`src/rtl/regfile_scan_reader.sv`:
```
// Streams every register of the regfile out over valid/ready, forwarding a snooped write
// that lands on the register being captured. Define RSCAN_PARITY_EN to add the out_par_o output.
module regfile_scan_reader #(
  parameter int WIDTH = 16,
  parameter int NREG  = 4,
  parameter int GAP   = 0,
  localparam int IW   = $clog2(NREG)
) (
  input  logic                  ck_i,
  input  logic                  res_i,
  input  logic                  start_i,
  input  logic [NREG*WIDTH-1:0] rf_r_i,
  input  logic                  wr_en_i,
  input  logic [IW-1:0]         wr_sel_i,
  input  logic [WIDTH-1:0]      wr_d_i,
  output logic [WIDTH-1:0]      out_data_o,
`ifdef RSCAN_PARITY_EN
  output logic                  out_par_o,
`endif
  output logic [IW-1:0]         out_idx_o,
  output logic                  out_valid_o,
  input  logic                  out_ready_i,
  output logic                  out_last_o,
  output logic                  busy_o,
  output logic                  done_o
);

  typedef enum logic [1:0] {S_IDLE, S_PRESENT, S_GAPW, S_DONE} state_t;

  localparam logic [IW-1:0] LAST_IDX   = IW'(NREG - 1);
  localparam logic [7:0]    GAP_RELOAD = 8'((GAP == 0) ? 0 : GAP - 1);

  state_t           state_q;
  logic [WIDTH-1:0] data_q;
  logic [IW-1:0]    idx_q;
  logic             valid_q;
  logic             last_q;
  logic             busy_q;
  logic             done_q;
  logic             par_q;
  logic [7:0]       gap_cnt_q;

  logic [WIDTH-1:0] reg_w [NREG];
  logic [IW-1:0]    cap_idx_d;
  logic [WIDTH-1:0] cap_data_d;
  logic             cap_last_d;
  logic             capture_en;

  for (genvar gi = 0; gi < NREG; gi++) begin : g_taps
    assign reg_w[gi] = rf_r_i[gi*WIDTH +: WIDTH];
  end

  // Capture target is always reg 0 from IDLE, otherwise the register after the one shown.
  always_comb begin
    cap_idx_d  = (state_q == S_IDLE) ? '0 : idx_q + 1'b1;
    cap_data_d = (wr_en_i && (wr_sel_i == cap_idx_d)) ? wr_d_i : reg_w[cap_idx_d];
    cap_last_d = (cap_idx_d == LAST_IDX);
    capture_en = ((state_q == S_IDLE) && start_i)
              || ((state_q == S_PRESENT) && out_ready_i && !last_q && (GAP == 0))
              || ((state_q == S_GAPW) && (gap_cnt_q == 8'd0));
  end

  always_ff @(posedge ck_i) begin
    if (res_i) begin
      state_q   <= S_IDLE;
      data_q    <= '0;
      idx_q     <= '0;
      valid_q   <= 1'b0;
      last_q    <= 1'b0;
      busy_q    <= 1'b0;
      done_q    <= 1'b0;
      par_q     <= 1'b0;
      gap_cnt_q <= 8'd0;
    end else begin
      case (state_q)
        S_IDLE: begin
          if (start_i) begin
            busy_q  <= 1'b1;
            state_q <= S_PRESENT;
          end
        end
        S_PRESENT: begin
          if (out_ready_i) begin
            if (last_q) begin
              valid_q <= 1'b0;
              last_q  <= 1'b0;
              busy_q  <= 1'b0;
              done_q  <= 1'b1;
              state_q <= S_DONE;
            end else if (GAP != 0) begin
              valid_q   <= 1'b0;
              gap_cnt_q <= GAP_RELOAD;
              state_q   <= S_GAPW;
            end
          end
        end
        S_GAPW: begin
          if (gap_cnt_q == 8'd0) begin
            state_q <= S_PRESENT;
          end else begin
            gap_cnt_q <= gap_cnt_q - 1'b1;
          end
        end
        S_DONE: begin
          done_q  <= 1'b0;
          state_q <= S_IDLE;
        end
        default: state_q <= S_IDLE;
      endcase

      // Snapshot: the word only changes here, so backpressure holds it regardless of rf_r_i.
      if (capture_en) begin
        data_q  <= cap_data_d;
        idx_q   <= cap_idx_d;
        last_q  <= cap_last_d;
        par_q   <= ^cap_data_d;
        valid_q <= 1'b1;
      end
    end
  end

  assign out_data_o  = data_q;
  assign out_idx_o   = idx_q;
  assign out_valid_o = valid_q;
  assign out_last_o  = last_q;
  assign busy_o      = busy_q;
  assign done_o      = done_q;
`ifdef RSCAN_PARITY_EN
  assign out_par_o   = par_q;
`else
  logic unused_par;
  assign unused_par = par_q;
`endif

endmodule

```
`config.mk`:
```
export PLATFORM = sky130hd
export DESIGN_NAME = regfile_scan_reader
export DESIGN_NICKNAME = d
export VERILOG_FILES = /design/src/rtl/regfile_scan_reader.sv
export SDC_FILE = /design/constraint.sdc
export NUM_CORES = 1
export LEC_CHECK = 0
export BUFFER_PORTS_ARGS = -buffer_cell sky130_fd_sc_hd__clkbuf_2
export CELL_PAD_IN_SITES_DETAIL_PLACEMENT = 0
export CELL_PAD_IN_SITES_GLOBAL_PLACEMENT = 1
export CORE_MARGIN = 3
export CORE_UTILIZATION = 32
export DETAILED_ROUTE_END_ITERATION = 7
export PLACE_DENSITY = 0.81
export SLEW_MARGIN = 20
export SYNTH_ARGS = -nofsm -noshare
export SYNTH_HDL_FRONTEND = slang
export SYNTH_SLANG_ARGS = --single-unit
```
`constraint.sdc`:
```
create_clock -name ck_i -period 2.66 [get_ports ck_i]
set_input_delay 0.665 -clock ck_i [delete_from_list [all_inputs] [get_ports ck_i]]
set_output_delay 0.665 -clock ck_i [all_outputs]
set_load 0.1 [all_outputs]
```
# After elaboration in Yosys (flattened, before gate mapping)
# Index checks and enable logic that the tools add are counted.
dict set report classes {
  muxes 22
  n_addsub 2
  magnitude_cmp 1
  shift 0
  n_eq_ne 9
  n_bitwise 2
  n_reduce_logical 21
  mul 0
  div_mod_pow 0
}
# operator count
set ops {}
lappend ops {{16-bit 2-to-1 mux} 3}
lappend ops {{16-bit binary-select mux with 2-bit select} 1}
lappend ops {{1-bit 2-to-1 mux} 10}
lappend ops {{2-bit 2-to-1 mux} 5}
lappend ops {{2-bit nonzero test} 5}
lappend ops {{8-bit logical NOT} 1}
lappend ops {{2-bit one-hot mux with 4 select lines} 1}
lappend ops {{4-bit AND reduction} 2}
lappend ops {{8-bit by 1-bit subtractor with 8-bit output (second input constant)} 1}
lappend ops {{2-bit equality test (second input constant)} 3}
lappend ops {{2-bit inequality test (second input constant)} 3}
lappend ops {{3-bit AND reduction} 2}
lappend ops {{1-bit logical AND} 5}
lappend ops {{1-bit one-hot mux with 2 select lines} 2}
lappend ops {{2-bit AND reduction} 2}
lappend ops {{3-bit greater-or-equal comparator (second input constant)} 1}
lappend ops {{2-bit inverter with 3-bit output} 1}
lappend ops {{2-bit by 1-bit adder with 2-bit output (second input constant)} 1}
lappend ops {{2-bit by 1-bit equality test with 1-bit output (second input constant)} 1}
lappend ops {{2-bit equality test} 1}
lappend ops {{2-bit logical NOT} 1}
lappend ops {{1-bit logical OR} 2}
lappend ops {{2-bit by 1-bit inequality test with 1-bit output (second input constant)} 1}
lappend ops {{1-bit logical NOT} 1}
lappend ops {{1-bit inverter} 1}
dict set report totals {
  memories 0
  in_bits 87
  mem_bits_rw 0
  mem_bits_ro 0
  latchBits 0
  reg_bits 32
  elab_cells 65
  out_inout_bits 22
}

# Depth between registers and ports, before layout
dict set report depth {
  ltp_word 7
  ltp_mapped 9
  ltp_nobuf 7
}

# Worst setup path after synthesis
# OpenSTA, ideal clock, no wires.
dict set report synth_path {
  kind {register to register}
  from {register idx_q[0] (netlist: out_idx_o[0])}
  to {register data_q[11] (netlist: out_data_o[11])}
  setup_ps 132
  path_stages_with_launch 8
  required_ps 2528
  period_less_slack_ps 2292
  setup_slack_ps 368
  n_path_buf 2
  t_arrival_ps 2160
  cell_sequence {dfxtp_1 -> nor3b_1 -> or4_4 -> and4_2 -> clkbuf_2 -> buf_6 -> nand2_1 -> a311oi_1}
}
dict set report synth_via {
  elab_chain_len 7
  elab_cells_between_ends 9
  classes_between {1 x add/sub; 1 x eq/ne; 5 x mux; 1 x bitwise; 1 x reduce/logical}
}
# item line
set synth_lines {}
lappend synth_lines {{start, declared} 35} ;# logic [IW-1:0] idx_q;
lappend synth_lines {{start signal, assigned} 114} ;# idx_q <= cap_idx_d;
lappend synth_lines {{2-bit by 1-bit adder with 2-bit output *} 55} ;# cap_idx_d = (state_q == S_IDLE) ? '0 : idx_q + 1'b1;
lappend synth_lines {{2-bit 2-to-1 mux *} 55}
lappend synth_lines {{2-bit inverter with 3-bit output (implied by the code)} 56} ;# cap_data_d = (wr_en_i && (wr_sel_i == cap_idx_d)) ? wr_d_i : reg_w[cap_idx_d];
lappend synth_lines {{16-bit binary-select mux with 2-bit select} 56}
lappend synth_lines {{16-bit 2-to-1 mux (implied by the code) (2 in a row)} 56}
lappend synth_lines {{16-bit 2-to-1 mux *} 56}
lappend synth_lines {{end signal, assigned} 113} ;# data_q <= cap_data_d;
lappend synth_lines {{end, declared} 34} ;# logic [WIDTH-1:0] data_q;
# Every way passes the cells marked *; elsewhere a longest branch is shown, timed or not. The select of a mux whose other input is x is not followed.
# A chain may end at the register's enable or synchronous reset.

# Worst setup path after layout
dict set report layout_path {
  from {register gap_cnt_q[0]}
  to {register data_q[1] (netlist: out_data_o[1])}
}
dict set report layout_via {
  elab_chain_len 3
}
# item line
set layout_lines {}
lappend layout_lines {{start, declared} 41} ;# logic [7:0] gap_cnt_q;
lappend layout_lines {{start signal, assigned} 101} ;# gap_cnt_q <= gap_cnt_q - 1'b1;
lappend layout_lines {{8-bit logical NOT} 60} ;# || ((state_q == S_GAPW) && (gap_cnt_q == 8'd0));
lappend layout_lines {{1-bit logical AND} 60}
lappend layout_lines {{1-bit logical OR} 60}
# Every way passes these cells.

==> results_dict.tcl <==
set metrics [dict create \
    timing.hold.ws_ps 485 \
    grt_pass1_vias 2361 \
    numCtsBuffers 5 \
    status "completed" \
    clk_pin_slew_worst_paths_ps 70 \
    first_pass_iters 4 \
    numPortBuffers 108 \
    drt_iter0_drc 137 \
    diodes 0 \
    final-hold-violation-count 0 \
    synthAdderAreaFrac_pct 1.13 \
    slowest_stage "nor3b_1" \
    ctsHtreeMaxLevel 2 \
    ys_types 42 \
    worst_clock_skew_ps 5.55 \
    synth_area_sq_um 2220 \
    cts_tree "done" \
    clock_latency_ps 280 \
    drc_errors 0 \
    maxCapViolations 0 \
    cellInternalPower_uw 876 \
    power_density_nw_per_um2 517 \
    fin_tns_setup_ps 0 \
    r2r_slack_ps 520 \
    synth_top_family_by_area "simple AND/OR/NAND/NOR gates" \
    clk_path_buf_depth 2 \
    wl_per_cell_um 15.0 \
    async_reset_ff_share_pct 0 \
    crit_fanout 29 \
    num_io_pins 109 \
    fill_cells 694 \
    yosys-top-cells-count "nand2_1, dfxtp_1, nor2_1, o21ai_0, nor3_1" \
    holdBufCountCts 0 \
    cp-end-kind "flop" \
    cp_top_family "compound AO/OA/AOI/OAI gates" \
    synth_top_area_cell "dfxtp_1" \
    critical-path-max-stage-delay_ps 350 \
    yosysMostFrequentCell "nand2_1" \
    synthCells 279 \
    yosysWarnings 0 \
    via_per_inst 5.32 \
    ys_seq_elements 32 \
    power.share.sequential_pct 37.0 \
    synthXorXnorAreaFrac_pct 2.76 \
    clkPwrFrac_pct 28.3 \
    die_y_um 89.3 \
    synth_top_area_share_pct 28.9 \
    synth_ff_type "dfxtp_1" \
    vias 2401 \
    nets 463 \
    grt_pass1_wl_mm 11.0 \
    postCtsSetupRepairBufs 0 \
    hold_path.class "reg -> reg" \
    slew_viol_final 0 \
    slew_headroom_pct 53.3 \
    root_buffer "clkbuf_8" \
    routabilityCongestion 0.807 \
    finalCriticalPeriod_ps 2140 \
    layout-drive-gt1-share_pct 34.5 \
    worst_pin_slew_ps 700 \
    antenna_found_initial 0 \
    worstSetupPathType "reg -> reg" \
    grt_max_degree 46 \
    start_util_pct 34.0 \
    wl_mm 6.79 \
    placementRows 29 \
    required_ps 2840 \
    die_w_um 89.3 \
    sw_frac_of_total_pct 39.3 \
    cp_cell_sequence "inv_1, ha_1, nor3b_1, a31o_2, o21a_1, buf_12, nor2_1, a311oi_1" \
    cts_resized 0 \
    ys_seq_area_share_pct 28.9 \
    cp.arrival_ps 2320 \
    grt-ovfl-total 0 \
    cts.sinks 32 \
    grt_use_total_pct 17.7 \
    combPwrFrac_pct 34.7 \
    area_growth_pct 26.0 \
    finalSetupViolations 0 \
    peakVddDrop_mv 0.265 \
    place_hpwl_mm 4.94 \
    core_sq_um 6530 \
    yosys-top-cells-area "dfxtp_1, mux2i_1, a311oi_1" \
    synth-simple-area-share_pct 27.4 \
    cp_num_buf_inv 2 \
    synth_edf_count 0 \
    max_freq_mhz 467 \
    power.switching_uw 568 \
    synth_mux_area_share_pct 7.22 \
    start_kind "flop" \
    syn-num-nets 368 \
    dieArea_sq_um 7970 \
    power.leakage_uw 0.00117 \
    synth_compound_area_share_pct 22.6 \
    rsz0062_at_grt "false" \
    ant_nets 0 \
    finish.utilization_pct 42.8 \
    avgSynthCellArea_sq_um 7.96 \
    finalCritPeriodShare_pct 80.4 \
]
routing by layer:
layer / wire length, um / up-vias / GRT usage [%] / part of all wire, %
li1: - / 1201 / - / -
met1: 2930 / 1103 / 21.3 / 43
met2: 3110 / 89 / 30.1 / 46
met3: 650 / 8 / 6.18 / 9.6
met4: 96 / 0 / 4.87 / 1.4
met5: 0 / - / 0 / 0
registers in the layout (all words and copies together), names as in the netlist:
signal,flops
out_data_o,16
gap_cnt_q,8
out_idx_o,2
state_q,2
busy_o,1
done_o,1
out_last_o,1
out_valid_o,1
cell usage in the layout (no fill, tap or decap), drive strengths merged, types with 2 or more instances in the layout:
cell type,n
clkbuf,115
nand2,39
nor2,32
dfxtp,32
o21ai,21
nor3,19
a311oi,17
mux2i,16
nor2b,16
o2111ai,16
inv,6
a21oi,6
nand3,5
xor2,4
buf,4
nor3b,3
xnor2,3
nand2b,2
a211oi,2
ha,2
logic make-up after synthesis:
kind of cell / Yosys count
AOI/OAI and AO/OA: 69
xor gates and xnor gates: 7
adders and majority gates: 2
buffers and inverters: 30
DFF: 32
muxes: 16
and+or+nand+nor: 123
worst min-delay path: cells and delay by family, from the launching register on:
| kind | cells | cell delay [ps] |
|---|---|---|
| flip-flops | 1 | 310 |
| AO/OA/AOI/OAI | 2 | 130 |
through the flow:
stage | worst slack, ps | instance area (sq um) | power (uW) | std cells
floorplan | 368 | 2220 | 927 | 279
global placement | 485 | 2700 | 1050 | 444
detailed placement | 402 | 2700 | 1050 | 444
CTS | 505 | 2800 | 1460 | 451
global route | 304 | 2800 | 1520 | 451
finish | 520 | 2800 | 1440 | 451
area by class of cell:
type / count / area (sq um) / share of cell area, %
flip-flops and latches: 32 / 642 / 23.0
well taps: 77 / 96.3 / 3.45
clock buffers: 7 / 96.3 / 3.45
multi-input cells: 217 / 1360 / 48.5
inverters: 6 / 22.5 / 0.805
repair buffers: 112 / 583 / 20.9
worst paths after layout:
kind	from	end	depth (start not counted)
max	gap_cnt_q[0]	out_data_o[1]	8
min	out_valid_o	out_valid_o	2
max reg2reg	gap_cnt_q[0]	out_data_o[1]	8
min reg2reg	out_valid_o	out_valid_o	2
power groups by stage:
stage / Sequential, uW / Combinational [uW] / Clock [uW]
finish: 534 / 501 / 409
global route: 537 / 536 / 448
CTS: 534 / 505 / 417
detailed placement: 545 / 504 / 0
global placement: 544 / 502 / 0
floorplan: 754 / 172 / 0
No activity file was read; power rests on OpenSTA's default activity.
